--- src/rtl/tcp_tx_stream_gen_pkg.sv ---
// -----------------------------------------------------------------------------
// tcp_tx_stream_gen_pkg
// Shared definitions for the TCP TX stream generator.
// Contents:
//   tx_gen_state_t   - controller state enum
//   TX_STS_*         - tx status error codes
//   META_* / STS_*   - bit-field offsets of the metadata and status words
//   pkg_len_for()    - size of the next package given the bytes still to send
// -----------------------------------------------------------------------------
package tcp_tx_stream_gen_pkg;

    typedef enum logic [2:0] {
        ST_IDLE,
        ST_META,
        ST_DATA,
        ST_STATUS,
        ST_BACKOFF,
        ST_FINISH
    } tx_gen_state_t;

    localparam logic [2:0] TX_STS_OK      = 3'd0;
    localparam logic [2:0] TX_STS_NOSPACE = 3'd1;

    // Metadata word: {pkg_len[15:0], session[15:0]}
    localparam int META_SESSION_LSB = 0;
    localparam int META_LEN_LSB     = 16;

    // Status word: [15:0] session, [31:16] length, [63:61] error code
    localparam int STS_SESSION_LSB = 0;
    localparam int STS_LEN_LSB     = 16;
    localparam int STS_ERR_LSB     = 61;

    // min(pkg_bytes, remaining); the result always fits in 16 bits.
    function automatic logic [15:0] pkg_len_for(input logic [31:0] remaining,
                                                input logic [15:0] pkg_bytes);
        if (remaining < {16'd0, pkg_bytes}) begin
            return remaining[15:0];
        end
        return pkg_bytes;
    endfunction

endpackage

--- src/rtl/tcp_tx_stream_gen_pattern.sv ---
// -----------------------------------------------------------------------------
// tx_payload_pattern
// Combinational payload generator for one beat of a package.
// Ports:
//   beat_byte_offset - stream byte offset of the first byte of this beat
//   bytes_left       - package bytes remaining, including this beat
//   data             - 32-bit lane i = (beat_byte_offset/4 + i) mod 2^32
//   keep             - ones for the valid bytes of this beat
//   last             - this beat closes the package
// -----------------------------------------------------------------------------
module tx_payload_pattern #(
    parameter int DATA_WIDTH = 512
) (
    input  logic [31:0]             beat_byte_offset,
    input  logic [31:0]             bytes_left,
    output logic [DATA_WIDTH-1:0]   data,
    output logic [DATA_WIDTH/8-1:0] keep,
    output logic                    last
);

    localparam int KEEP_WIDTH = DATA_WIDTH / 8;
    localparam int LANES      = DATA_WIDTH / 32;

    logic [31:0] base_word;

    assign base_word = {2'b00, beat_byte_offset[31:2]};

    // Lane values wrap naturally in 32-bit arithmetic.
    always_comb begin
        data = '0;
        for (int i = 0; i < LANES; i++) begin
            data[i*32 +: 32] = base_word + 32'(i);
        end
    end

    // A full beat (bytes_left >= KEEP_WIDTH) keeps every byte.
    always_comb begin
        keep = '0;
        for (int b = 0; b < KEEP_WIDTH; b++) begin
            keep[b] = (32'(b) < bytes_left);
        end
    end

    assign last = (bytes_left <= 32'(KEEP_WIDTH));

endmodule

--- src/rtl/tcp_tx_stream_gen.sv ---
// -----------------------------------------------------------------------------
// tcp_tx_stream_gen
// Streams cfg_total_bytes over one TCP session as packages of at most
// cfg_pkg_bytes: metadata, payload beats, then one tx status per package.
// NOSPACE statuses are retried after RETRY_DELAY idle cycles, other errors
// abort the transfer.
// Ports:
//   aclk, aresetn                 - clock, async active-low reset
//   cfg_start/session/total/pkg   - start pulse and transfer configuration
//   m_axis_tx_metadata_*          - {pkg_len, session} per package
//   m_axis_tx_data_*              - payload beats with keep/last
//   s_axis_tx_status_*            - per-package status from the stack
//   busy, done, aborted           - transfer progress flags
//   sent_bytes, retry_cnt         - acknowledged bytes, NOSPACE retries
// -----------------------------------------------------------------------------
module tcp_tx_stream_gen
    import tcp_tx_stream_gen_pkg::*;
#(
    parameter int DATA_WIDTH  = 512,
    parameter int RETRY_DELAY = 64
) (
    input  logic                    aclk,
    input  logic                    aresetn,
    input  logic                    cfg_start,
    input  logic [15:0]             cfg_session,
    input  logic [31:0]             cfg_total_bytes,
    input  logic [15:0]             cfg_pkg_bytes,
    output logic                    m_axis_tx_metadata_tvalid,
    input  logic                    m_axis_tx_metadata_tready,
    output logic [31:0]             m_axis_tx_metadata_tdata,
    output logic                    m_axis_tx_data_tvalid,
    input  logic                    m_axis_tx_data_tready,
    output logic [DATA_WIDTH-1:0]   m_axis_tx_data_tdata,
    output logic [DATA_WIDTH/8-1:0] m_axis_tx_data_tkeep,
    output logic                    m_axis_tx_data_tlast,
    input  logic                    s_axis_tx_status_tvalid,
    output logic                    s_axis_tx_status_tready,
    input  logic [63:0]             s_axis_tx_status_tdata,
    output logic                    busy,
    output logic                    done,
    output logic                    aborted,
    output logic [63:0]             sent_bytes,
    output logic [31:0]             retry_cnt
);

    localparam int          KEEP_WIDTH = DATA_WIDTH / 8;
    localparam logic [31:0] KEEP_BYTES = 32'(KEEP_WIDTH);
    localparam logic [31:0] BO_LAST    = 32'(RETRY_DELAY - 1);

    tx_gen_state_t state, state_nxt;

    logic [15:0] session_q;
    logic [15:0] pkg_bytes_q;
    logic [15:0] pkg_len;
    logic [31:0] remaining;
    logic [31:0] offset;
    logic [31:0] beat_off;
    logic [31:0] beat_left;
    logic [31:0] bo_cnt;

    logic meta_valid_d, data_valid_d, sts_ready_d, busy_d, done_d;

    logic [DATA_WIDTH-1:0]   data_q;
    logic [KEEP_WIDTH-1:0]   keep_q;
    logic                    last_q;

    logic [31:0]             pat_off;
    logic [31:0]             pat_left;
    logic [DATA_WIDTH-1:0]   pat_data;
    logic [KEEP_WIDTH-1:0]   pat_keep;
    logic                    pat_last;

    logic        meta_hs, data_hs, sts_hs;
    logic [15:0] sts_session;
    logic [2:0]  sts_err;
    logic        sts_match;
    logic [31:0] meta_word;

    assign meta_hs     = m_axis_tx_metadata_tvalid && m_axis_tx_metadata_tready;
    assign data_hs     = m_axis_tx_data_tvalid && m_axis_tx_data_tready;
    assign sts_hs      = s_axis_tx_status_tready && s_axis_tx_status_tvalid;
    assign sts_session = s_axis_tx_status_tdata[STS_SESSION_LSB +: 16];
    assign sts_err     = s_axis_tx_status_tdata[STS_ERR_LSB +: 3];
    assign sts_match   = sts_hs && (sts_session == session_q);

    // The first beat is generated from the package offset while still in META,
    // later beats from the running beat pointer.
    assign pat_off  = (state == ST_DATA) ? beat_off  : offset;
    assign pat_left = (state == ST_DATA) ? beat_left : {16'd0, pkg_len};

    tx_payload_pattern #(
        .DATA_WIDTH (DATA_WIDTH)
    ) u_pattern (
        .beat_byte_offset (pat_off),
        .bytes_left       (pat_left),
        .data             (pat_data),
        .keep             (pat_keep),
        .last             (pat_last)
    );

    // State register; the handshake/status flags are decoded from the next
    // state so that they come straight out of flops.
    always_ff @(posedge aclk or negedge aresetn) begin
        if (!aresetn) begin
            state                     <= ST_IDLE;
            m_axis_tx_metadata_tvalid <= 1'b0;
            m_axis_tx_data_tvalid     <= 1'b0;
            s_axis_tx_status_tready   <= 1'b0;
            busy                      <= 1'b0;
            done                      <= 1'b0;
        end else begin
            state                     <= state_nxt;
            m_axis_tx_metadata_tvalid <= meta_valid_d;
            m_axis_tx_data_tvalid     <= data_valid_d;
            s_axis_tx_status_tready   <= sts_ready_d;
            busy                      <= busy_d;
            done                      <= done_d;
        end
    end

    // Next-state logic.
    always_comb begin
        state_nxt = state;
        case (state)
            ST_IDLE: begin
                if (cfg_start) begin
                    state_nxt = (cfg_total_bytes == 32'd0) ? ST_FINISH : ST_META;
                end
            end
            ST_META: begin
                if (meta_hs) state_nxt = ST_DATA;
            end
            ST_DATA: begin
                if (data_hs && last_q) state_nxt = ST_STATUS;
            end
            ST_STATUS: begin
                // Statuses for other sessions are consumed without effect.
                if (sts_match) begin
                    if (sts_err == TX_STS_OK) begin
                        state_nxt = (remaining == {16'd0, pkg_len}) ? ST_FINISH : ST_META;
                    end else if (sts_err == TX_STS_NOSPACE) begin
                        state_nxt = ST_BACKOFF;
                    end else begin
                        state_nxt = ST_FINISH;
                    end
                end
            end
            ST_BACKOFF: begin
                if (bo_cnt == BO_LAST) state_nxt = ST_META;
            end
            ST_FINISH: state_nxt = ST_IDLE;
            default:   state_nxt = ST_IDLE;
        endcase
    end

    // Output decode (registered in the state register process).
    always_comb begin
        meta_valid_d = (state_nxt == ST_META);
        data_valid_d = (state_nxt == ST_DATA);
        sts_ready_d  = (state_nxt == ST_STATUS);
        busy_d       = (state_nxt != ST_IDLE);
        done_d       = (state_nxt == ST_FINISH);
    end

    // Transfer bookkeeping. pkg_len is computed whenever META is about to be
    // entered, so it is stable for the whole metadata/data/status sequence
    // and a retried package reuses it unchanged together with offset.
    always_ff @(posedge aclk or negedge aresetn) begin
        if (!aresetn) begin
            session_q   <= '0;
            pkg_bytes_q <= '0;
            pkg_len     <= '0;
            remaining   <= '0;
            offset      <= '0;
            beat_off    <= '0;
            beat_left   <= '0;
            bo_cnt      <= '0;
            aborted     <= 1'b0;
            sent_bytes  <= '0;
            retry_cnt   <= '0;
        end else begin
            case (state)
                ST_IDLE: begin
                    if (cfg_start) begin
                        session_q   <= cfg_session;
                        pkg_bytes_q <= cfg_pkg_bytes;
                        remaining   <= cfg_total_bytes;
                        offset      <= '0;
                        pkg_len     <= pkg_len_for(cfg_total_bytes, cfg_pkg_bytes);
                        aborted     <= 1'b0;
                        sent_bytes  <= '0;
                        retry_cnt   <= '0;
                    end
                end
                ST_META: begin
                    if (meta_hs) begin
                        beat_off  <= offset + KEEP_BYTES;
                        beat_left <= {16'd0, pkg_len} - KEEP_BYTES;
                    end
                end
                ST_DATA: begin
                    if (data_hs) begin
                        beat_off  <= beat_off + KEEP_BYTES;
                        beat_left <= beat_left - KEEP_BYTES;
                    end
                end
                ST_STATUS: begin
                    if (sts_match) begin
                        if (sts_err == TX_STS_OK) begin
                            sent_bytes <= sent_bytes + {48'd0, pkg_len};
                            remaining  <= remaining - {16'd0, pkg_len};
                            offset     <= offset + {16'd0, pkg_len};
                            pkg_len    <= pkg_len_for(remaining - {16'd0, pkg_len}, pkg_bytes_q);
                        end else if (sts_err == TX_STS_NOSPACE) begin
                            if (retry_cnt != '1) retry_cnt <= retry_cnt + 32'd1;
                            bo_cnt <= '0;
                        end else begin
                            aborted <= 1'b1;
                        end
                    end
                end
                ST_BACKOFF: bo_cnt <= bo_cnt + 32'd1;
                default: ;
            endcase
        end
    end

    // Payload register: loaded with the first beat on the metadata handshake
    // and with the following beat on every non-final data handshake, so it
    // holds steady while the consumer stalls.
    always_ff @(posedge aclk or negedge aresetn) begin
        if (!aresetn) begin
            data_q <= '0;
            keep_q <= '0;
            last_q <= 1'b0;
        end else if ((state == ST_META && meta_hs) ||
                     (state == ST_DATA && data_hs && !last_q)) begin
            data_q <= pat_data;
            keep_q <= pat_keep;
            last_q <= pat_last;
        end
    end

    always_comb begin
        meta_word = '0;
        meta_word[META_SESSION_LSB +: 16] = session_q;
        meta_word[META_LEN_LSB +: 16]     = pkg_len;
    end

    assign m_axis_tx_metadata_tdata = meta_word;
    assign m_axis_tx_data_tdata     = data_q;
    assign m_axis_tx_data_tkeep     = keep_q;
    assign m_axis_tx_data_tlast     = last_q;

endmodule

--- config.mk ---
export PLATFORM = sky130hd
export DESIGN_NAME = tcp_tx_stream_gen
export DESIGN_NICKNAME = d
export VERILOG_FILES = /design/src/rtl/tcp_tx_stream_gen_pkg.sv /design/src/rtl/tcp_tx_stream_gen_pattern.sv /design/src/rtl/tcp_tx_stream_gen.sv
export SDC_FILE = /design/constraint.sdc
export NUM_CORES = 2
export LEC_CHECK = 0
export CORE_AREA = 2 2 330 332
export CTS_BUF_LIST = sky130_fd_sc_hd__clkbuf_8
export DETAILED_ROUTE_END_ITERATION = 16
export DIE_AREA = 0 0 332 334
export PLACE_DENSITY = 0.77
export SLEW_MARGIN = 20
export SYNTH_ARGS = -nofsm -noshare
export SYNTH_HDL_FRONTEND = slang
export SYNTH_SLANG_ARGS = --single-unit
--- constraint.sdc ---
create_clock -name aclk -period 12.7 [get_ports aclk]
set_clock_uncertainty 0.05 [all_clocks]
set_input_delay 1.905 -clock aclk [delete_from_list [all_inputs] [get_ports aclk]]
set_output_delay 1.905 -clock aclk [all_outputs]
set_load 0.02 [all_outputs]
== Yosys cells after proc, flatten, opt, wreduce, memory -nomap -nowiden ==
Cells that the tools add are included.
Cells by class
  add/subtract/negate cells: 24
  $lt $le $gt $ge: 67
  equality and inequality tests: 22
  multiplexer cells: 59
  reductions and logical operators: 23
Operators with widths (count)
  $lt 6x32->1 const A: 32
  $mux 32: 19
  $lt 5x32->1 const A: 16
  $pmux 32 s2: 6
  $lt 4x32->1 const A: 8
  $add 30x4->31 const B: 8
  $mux 64: 3
  $lt 3x32->1 const A: 4
  $pmux 64 s2: 1
  $add 30x3->31 const B: 4
  $mux 16: 7
  $add 32x1->32 const B: 2
  $add 32x7->32 const B: 2
  $add 64x16->64: 1
  $lt 1x32->1 const A: 2
  $lt 2x32->1 const A: 2
  $lt 32x16->1: 2
  $add 30x2->31 const B: 2
  $add 32x16->32: 1
  $eq 32x16->1: 1
  $eq 32x6->1 const B: 1
  $le 32x7->1 const B: 1
  $logic_not 32->1: 1
  $ne 32x32->1 const B: 1
  25 further kinds: 68
Storage, ports and cells
  flip-flop bits (word level): 888
  input bits: 134
  output and inout bits: 711

== Logic depth before layout (Yosys ltp) ==
  depth in word-level cells: 10
  gate-level depth with buffers: 20
  mapped depth without buffers: 19

== Modules after synthesis ==
Synthesis repeated with hierarchy kept, for this count alone.
Second synthesis, totals
  cell total of the unflattened synthesis: 4891
  area, all modules: 49394.9 µm²
Modules (own cells, without submodules)
  tcp_tx_stream_gen: instances 1, cells an instance 3635, area each 41273.3 µm²
  tx_payload_pattern: instances 1, cells an instance 1256, area each 8121.5 µm²

== Worst setup path before layout ==
OpenSTA, ideal clock, no wires.
  path kind: register -> register
  start point: reg pkg_len[6]
  end point: reg pkg_len[11]
  setup time: 0.125 ns
  data arrival time: 4.804 ns
  data required time: 12.525 ns
  slack: 7.721 ns
  cell stages (with the launch flop): 20
  period minus slack after synthesis: 4.979 ns
  cells stage by stage: dfrtp_1 > inv_1 > ha_1 > clkbuf_1 > o21ai_0 > a211oi_1 > o21ai_0 > o21ai_0 > xnor2_1 > inv_1 > ha_1 > a2111oi_4 > o31a_1 > o211ai_1 > or4b_1 > or4_4 > nor4_4 > buf_6 > mux2i_1 > o21ai_1
On the way
  word-level cells in the longest chain between the ends: 10
RTL lines
  start, declared: RTL line tcp_tx_stream_gen.sv:54  | logic [15:0] pkg_len;
  start signal, assigned: RTL line tcp_tx_stream_gen.sv:189  | pkg_len <= pkg_len_for(cfg_total_bytes, cfg_pkg_bytes);
  start signal, assigned: RTL line tcp_tx_stream_gen.sv:213  | pkg_len <= pkg_len_for(remaining - {16'd0, pkg_len}, pkg_bytes_q);
  $sub 32x16->32 (*): RTL line tcp_tx_stream_gen.sv:213
  $lt 32x16->1: RTL line tcp_tx_stream_gen_pkg.sv:36  | if (remaining < {16'd0, pkg_bytes}) begin
  $mux 1: RTL line tcp_tx_stream_gen_pkg.sv:36
  $mux 1: RTL line tcp_tx_stream_gen.sv:209  | if (sts_err == TX_STS_OK) begin
  $mux 1: RTL line tcp_tx_stream_gen.sv:208  | if (sts_match) begin
  $mux 1: RTL line tcp_tx_stream_gen.sv:182  | case (state)
  $mux 16 (*): RTL line tcp_tx_stream_gen_pkg.sv:39  | return pkg_bytes;
  $mux 16 (*): RTL line tcp_tx_stream_gen.sv:209
  $mux 16 (*): RTL line tcp_tx_stream_gen.sv:208
  $pmux 16 s2 (*): RTL line tcp_tx_stream_gen.sv:182
Mark *: on every way between the ends. The rest lies on a longest branch, timed or not. The select of a mux whose other input is x is not followed.
A chain may end at the register's enable or synchronous reset.

== Worst setup path in the final report ==
  start point: reg pkg_len[12]
  end point: reg pkg_len[6]
On the way
  word-level cells in the longest chain between the ends: 10
RTL lines (RTL line)
  $sub 32x16->32: tcp_tx_stream_gen.sv:213
  $lt 32x16->1: tcp_tx_stream_gen_pkg.sv:36
  $mux 1: tcp_tx_stream_gen_pkg.sv:36
  $mux 1: tcp_tx_stream_gen.sv:209
  $mux 1: tcp_tx_stream_gen.sv:208
  $mux 1: tcp_tx_stream_gen.sv:182
  $mux 16: tcp_tx_stream_gen_pkg.sv:39
  $mux 16: tcp_tx_stream_gen.sv:209
  $mux 16: tcp_tx_stream_gen.sv:208
  $pmux 16 s2: tcp_tx_stream_gen.sv:182
No other way between the ends. The select of a mux whose other input is x is not followed.

==> out/metrics.cfg <==
[global_routing]
gr-usage-all-layers_pct = 31.4
grt_pass1_wl_mm = 260
grt_overflow = 0
grt_pass1_vias = 39476
grt_antenna_before_repair = 3
grt_max_degree = 185

[routing]
drtIter0Drc = 4565
wl_per_cell_um = 24.7
first_pass_iters = 8
viasPerCell = 5.70
drc = 0
drt-total-wl_mm = 178
ant_nets = 0
vias = 41216

[critical_path]
path_class = reg2reg
crit_arrival_ns = 7.16
cp.required_ns = 13.37
r2r_cells = 18
critical_path.max_fanout = 27
endpoint_kind = flop
start_kind = flop

[synthesis]
synth_area_leaders = dfrtp_1 47%, nor2_1 7.8%, xor2_1 7.2%
async_flop_share_pct = 100
synth_area_mm2 = 0.0446
synth_seq_cells = 837
synth_edf_count = 0
syn_area_per_cell_um2 = 8.84
synth-xor-area-share_pct = 11.5
synth_top_family_by_area = simple AND/OR/NAND/NOR gates
synthDistinctLibCells = 82
seq_area_frac_synth_pct = 47.0
synth_largest_area_cell = dfrtp_1
synth_compound_area_share_pct = 13.7
synth_cells = 5040
synth_ff_type = dfrtp_1
synth_top_area_share_pct = 47.0
synth.area.mux_share_pct = 1.36
synth-simple-area-share_pct = 19.1
synthAdderAreaFrac_pct = 2.83
yosysWarnings = 0

[cts]
cts.clk_slew.worst_paths_ns = 0.06
htreeDepth = 4
clkSinkCount = 837
cts_tree = yes
hold_buffers = 0
cts-buffers-inserted = 150
clockRootBuffer = clkbuf_8
cts_setup_buffers = 0
cts-resized-gates = 0
cts.path.max_buffers = 3
clk_latency_ns = 0.86

[sta]
setup_viol = 0
tns_ns = 0
timing.hold.ws_ns = 0.418
slew_viol_final = 0
fin_crit_ns = 6.49
grt_setup_unrepaired = no
post-route-period-util_pct = 51.1
fmax_mhz = 154
finalHoldViolCount = 0
worst_slew_pin_slew_ns = 1.23
relSlewSlack_pct = 17.7
layout_setup_ws_ns = 6.21

[run]
drv_cap = 0

[hold_path]
hold_depth = 2
hold_path_class = reg2reg

[floorplanning]
die_w_um = 332
coreArea_mm2 = 0.108
start_util_pct = 41.3
rows = 121
io_pins = 845
dieArea_mm2 = 0.111
dieHeight_um = 334

[power]
powerDensity_mw_per_mm2 = 123
p_leak_nw = 24.3
ir_worst_vdd_mv = 0.0881
total_power_mw = 7.02

[placement]
pre_cts_slack_ns = 6.18
place_inst = 6962
place_area_mm2 = 0.0537
port_buffers = 782
gp_congestion = 0.956
dp_hpwl_mm = 126

[finish]
synthToLayoutAreaGrowth_pct = 27.7
layout-drive-gt1-share_pct = 7.06
fin_util_pct = 52.8
fin_nets = 5933
final_cells = 7233
layout_commonest_cell = nor2_1
fin_area_mm2 = 0.0569
final_cell_mix = 923 x nor2_1, 837 x dfrtp_1, 781 x clkdlybuf4s50_1

[status]
outcome = finished clean

[worst max-delay path: stages (launching register included)]
cell       delay (ns)
dfrtp_1          0.81
inv_1            0.28
ha_1             0.49
a21o_1           0.23
a31oi_1          0.64
o21a_1           0.23
o21ai_0          0.19
xnor2_1          0.39
inv_1            0.08
ha_1             0.24
a2111oi_4        0.33
o31a_1           0.23
o211ai_1         0.11
or4b_1           0.51
or4_4            0.51
nor4_4           0.26
buf_4            0.39
nor3b_1          0.33
nor3_2           0.07
[synth_stat cells, types with 12 or more instances]
library cell    n
or4_1          18
and4_1         13
a21o_1         39
clkbuf_1      277
a221o_1        32
o22a_1         17
mux2i_1        36
nor4_1         63
nor3_1        111
nor2_1        925
and2_1         24
nand4_1        53
o21a_1         24
buf_4          55
inv_1         103
buf_1          34
ha_1           96
xor2_1        365
a21oi_1       560
xnor2_1       218
nor3b_1        12
nand3_1       101
mux2_2         22
dfrtp_1       837
o21ai_0       199
nand2_1       463
and3_1         48
a31oi_1        45
o31ai_1        18
nand2b_1       19
or3_1          34
[cells by family after synthesis]
logic type,count (synthesis)
AND/OR/NAND/NOR,1934
AO/OA/AOI/OAI,1049
flip-flops,837
XOR/XNOR,583
buffers and inverters,479
adder cells (fa/ha/maj),99
multiplexers,58
other,1
[cell type report]
class | instances | area [µm²]
diodes | 1 | 2.50
clock buffers | 185 | 2550
clock inverters | 85 | 629
fillers | 9713 | 50900
inverters | 104 | 390
multi-input cells | 3740 | 22100
flip-flops and latches | 837 | 20900
well taps | 1414 | 1770
repair buffers | 867 | 8520
[worst paths after layout]
kind	slack, ns	endpoint	start
min in group asynchronous	0.99	retry_cnt[26]	aresetn
worst min-delay path	0.42	m_axis_tx_data_tkeep[45]	m_axis_tx_data_tkeep[45]
worst min register to register	0.42	m_axis_tx_data_tkeep[45]	m_axis_tx_data_tkeep[45]
worst max-delay path	6.21	pkg_len[6]	pkg_len[12]
worst max register to register	6.21	pkg_len[6]	pkg_len[12]
max in group asynchronous	9.35	m_axis_tx_data_tdata[103]	aresetn
[power breakdown]
part / leakage [nW] / switching [mW] / total, mW / internal, mW
clock: 1.82 / 1.27 / 2.71 / 1.44
sequential: 11.4 / 0.123 / 2.90 / 2.77
combinational: 11.0 / 0.896 / 1.41 / 0.517
[per-layer routing]
layer / up-vias / track usage (%) / part of all wire, %
met2: 2340 / 49.1 / 45
met3: 543 / 10.0 / 11
met1: 19925 / 38.0 / 38
met5: - / 0 / 0
li1: 18408 / - / -
met4: 0 / 18.9 / 6.8
[sequential cells by signal, indices dropped and copies added, names as in the netlist]
| signal | count |
|---|---|
| offset | 32 |
| m_axis_tx_data_tkeep | 64 |
| s_axis_tx_status_tready | 1 |
| sent_bytes | 64 |
| pkg_len | 16 |
| m_axis_tx_data_tdata | 461 |
| session_q | 16 |
| aborted | 1 |
| bo_cnt | 32 |
| pkg_bytes_q | 16 |
| m_axis_tx_data_tvalid | 1 |
| remaining | 32 |
| state | 3 |
| beat_off | 30 |
| beat_left | 32 |
| busy | 1 |
| retry_cnt | 32 |
| done | 1 |
| m_axis_tx_metadata_tvalid | 1 |
| m_axis_tx_data_tlast | 1 |
Note: power is estimated with default switching activity, not from simulation.
